==> config.mk <==
export PLATFORM = sky130hd
export DESIGN_NAME = data_memory
export DESIGN_NICKNAME = d
export VERILOG_FILES = /design/src/rtl/data_memory.sv
export SDC_FILE = /design/constraint.sdc
export NUM_CORES = 1
export LEC_CHECK = 0
export BUFFER_PORTS_ARGS = -buffer_cell sky130_fd_sc_hd__clkbuf_2
export CAP_MARGIN = 20
export CORE_MARGIN = 2
export CORE_UTILIZATION = 51
export DETAILED_ROUTE_END_ITERATION = 6
export HOLD_SLACK_MARGIN = 0.1
export MAX_ROUTING_LAYER = met4
export PLACE_DENSITY = 0.82
export SLEW_MARGIN = 20
export SYNTH_ARGS = -nofsm -noshare
export SYNTH_HDL_FRONTEND = slang
export SYNTH_SLANG_ARGS = --single-unit
==> constraint.sdc <==
create_clock -name clk -period 2 [get_ports clk]
set_clock_uncertainty 0.05 [all_clocks]
set_input_delay 0.4 -clock clk [delete_from_list [all_inputs] [get_ports clk]]
set_output_delay 0.4 -clock clk [all_outputs]
set_load 0.05 [all_outputs]
==> src/rtl/data_memory.sv <==
// Eight-entry register/data store: two combinational read ports and one write port
// that writes on every rising clock edge outside reset. An asynchronous reset clears all entries.
module data_memory #(
   parameter int DATA_WIDTH = 8,
   parameter int ADDR_WIDTH = 3
) (
   input  logic                  clk,
   input  logic                  rst,
   input  logic [ADDR_WIDTH-1:0] ReadReg1,
   input  logic [ADDR_WIDTH-1:0] ReadReg2,
   input  logic [ADDR_WIDTH-1:0] WriteReg,
   input  logic [DATA_WIDTH-1:0] WriteData,
   output logic [DATA_WIDTH-1:0] ReadData1,
   output logic [DATA_WIDTH-1:0] ReadData2
);

   localparam int DEPTH = 2 ** ADDR_WIDTH;

   logic [DATA_WIDTH-1:0] mem [DEPTH];

   // No write enable: the entry at WriteReg is overwritten on every edge outside reset.
   always_ff @(posedge clk or posedge rst) begin
      if (rst) begin
         for (int i = 0; i < DEPTH; i++) begin
            mem[i] <= '0;
         end
      end else begin
         mem[WriteReg] <= WriteData;
      end
   end

   // There is no write bypass, so a same-address read shows the old value until the edge.
   assign ReadData1 = mem[ReadReg1];
   assign ReadData2 = mem[ReadReg2];

endmodule

==> reports/qor.csv <==
metric,value,unit
status,"complete, but fails checks",
violations,negative setup slack,
worst_pin_slew,0.543,ns
io_pins,35,
overflow,0,
tns,-2.09,ns
crit_arrival,1.71,ns
htree_levels,3,
cp.required,1.55,ns
num_antenna_cells,0,
die_area,7580,µm²
p_total,4.53,mW
fp.dieW,87.0,µm
via_per_inst,6.32,
grt_pass1_wl,12800,µm
multi_input_area,1760,µm²
ys_types,14,
wl_per_cell,24.3,µm
relSlewSlack,63.7,%
gp_congestion,0.793,
wl_met1,3430,µm
startpoint_type,register,
top_layer,met4,
synth_top_cell_area_share,45.5,%
layout.nets,271,
rsz0062_at_grt,yes,
seqPwrFrac,38.4,%
largest_register,mem,
swShare,30.7,%
p_int,3.14,mW
syn2layout_area_growth,25.8,%
ys_warn_count,0,
cts_buffers,9,
wl_met3,391,µm
syn-num-nets,217,
setup_ws,-0.162,ns
drc,0,
nFillCells,440,
peakVddDrop,508,µV
die_height,87.0,µm
clkLatencyLatePin,0.35,ns
drv_slew,0,
timing.final.crit_period,2.16,ns
post-dp-hpwl,4820,µm
fmax,462,MHz
cp-end-kind,output pin,
crit_type,reg2out,
p_comb_share,36.1,%
hold_viol_final,0,
ys_seq_elements,64,
coreArea,6720,µm²
synth_top_area_cell,dfrtp_1,
netlist_area,3520,µm²
drtAntennaViolNets,0,
syn_inst,198,
post-route-period-util,108,%
setup_viol,16,
grt_usage,24.4,%
drive_above_1_share,73.2,%
routed_wl,8180,µm
cts_tree,yes,
largest_reg_flops,64,
vias,2131,
reg_top3,mem (64),
avgSynthCellArea,17.8,µm²
dr.first_iter.drc_count,144,
leakagePower,1.88,nW
start_util,52.3,%
clkPwrFrac,25.5,%
dr.pass1.iters,4,
seq_area,1600,µm²
grt_max_degree,43,
worstPathMaxFanout,3,
power.density,1020,nW/µm²
met2_length,4120,µm
synth_top_cells_by_area,"dfrtp_1, mux2_2, mux4_1, mux4_2, buf_12",
clock_path_buffers,2,
portBuffers,34,
clock_sinks,64,
grt_pass1_vias,2276,
cts_root_buffer,clkbuf_8,
hp-class,in2reg,
grt_antenna_before_repair,0,
ys_seq_area_share,45.5,%
clk_pin_slew,0.07,ns
p_switching,1.39,mW
cap_violations,0,
num_rows,30,
-- power groups by stage --
stage / logic (mW) / registers [mW] / clock network [mW]
floorplan: 1.02 / 1.66 / 0
global placement: 1.20 / 1.70 / 0
detailed placement: 1.23 / 1.73 / 0
CTS: 1.60 / 1.72 / 1.17
global route: 1.71 / 1.77 / 1.23
finish: 1.63 / 1.74 / 1.16
-- cells by family after synthesis --
| group | share of synthesized area, % |
|---|---|
| muxes | 49.3 |
| DFF | 45.5 |
| buffers and inverters | 3.02 |
| and+or+nand+nor | 2.13 |
-- path summary, 6_finish.rpt --
kind / start / to / slack (ns) / depth (start not counted)
min reg2reg: mem[6] / mem[6] / 0.48 / 1
max in group asynchronous: rst / mem[22] / 0.76 / 4
min in group asynchronous: rst / mem[52] / 0.56 / 3
max reg2reg: mem[22] / mem[22] / 1.04 / 2
max: mem[10] / ReadData2[2] / -0.16 / 3
min: WriteData[5] / mem[61] / 0.35 / 2
-- cell usage in the layout (no fill, tap or decap), types with 4 or more instances in the layout --
cell type and count:
buf_8 4, mux2_4 16, mux4_2 32, dfrtp_1 64, clkbuf_8 13, buf_4 13, buf_12 6, mux2_2 64
clkbuf_2 16, clkbuf_16 12
-- through the flow --
step / util (%) / hold WS [ns] / worst slack (ns) / instances / area (µm²)
after floorplan: - / 0.435 / 0.0157 / 198 / 3570
after global placement: 58.4 / 0.393 / -0.227 / 313 / 3920
after detailed placement: 58.4 / 0.397 / -0.252 / 313 / 3920
after CTS: 65.6 / 0.331 / -0.151 / 334 / 4410
after global routing: 65.8 / 0.349 / -0.183 / 337 / 4420
final: 65.8 / 0.347 / -0.162 / 337 / 4420
-- worst max-delay path, cell delays in order (launching register included) --
cell and delay [ns]:
dfrtp_1 0.41, mux4_2 0.48, mux2_4 0.29, clkbuf_16 0.17
-- routing by layer --
layer | global-route usage (%) | vias up
li1 | - | 885
met1 | 31.3 | 1146
met2 | 38.4 | 76
met3 | 4.27 | 24
met4 | 10.9 | 0
met5 | - | -
-- cell type report --
type / count / share of cell area [%]
well taps: 80 / 2.26
repair buffers: 56 / 17.0
multi-input cells: 120 / 39.7
inverters: 1 / 0.170
clock buffers: 11 / 3.42
flip-flops and latches: 64 / 36.2
clock inverters: 5 / 1.24
-- synth_stat cells, drive strengths merged --
| cell | instances |
|---|---|
| nor3 | 1 |
| nor3b | 3 |
| dfrtp | 64 |
| nand3b | 3 |
| buf | 11 |
| mux2 | 80 |
| inv | 1 |
| nand3 | 1 |
| mux4 | 32 |
| clkbuf | 2 |
-- repair_timing --
action	CTS	global route
hold buffers	1	0
gates cloned	2	0
setup endpoints to repair	16	16
gates resized for setup	79	7
setup buffers	2	3
hold endpoints to repair	22	0
(Power assumes the default switching activity.)
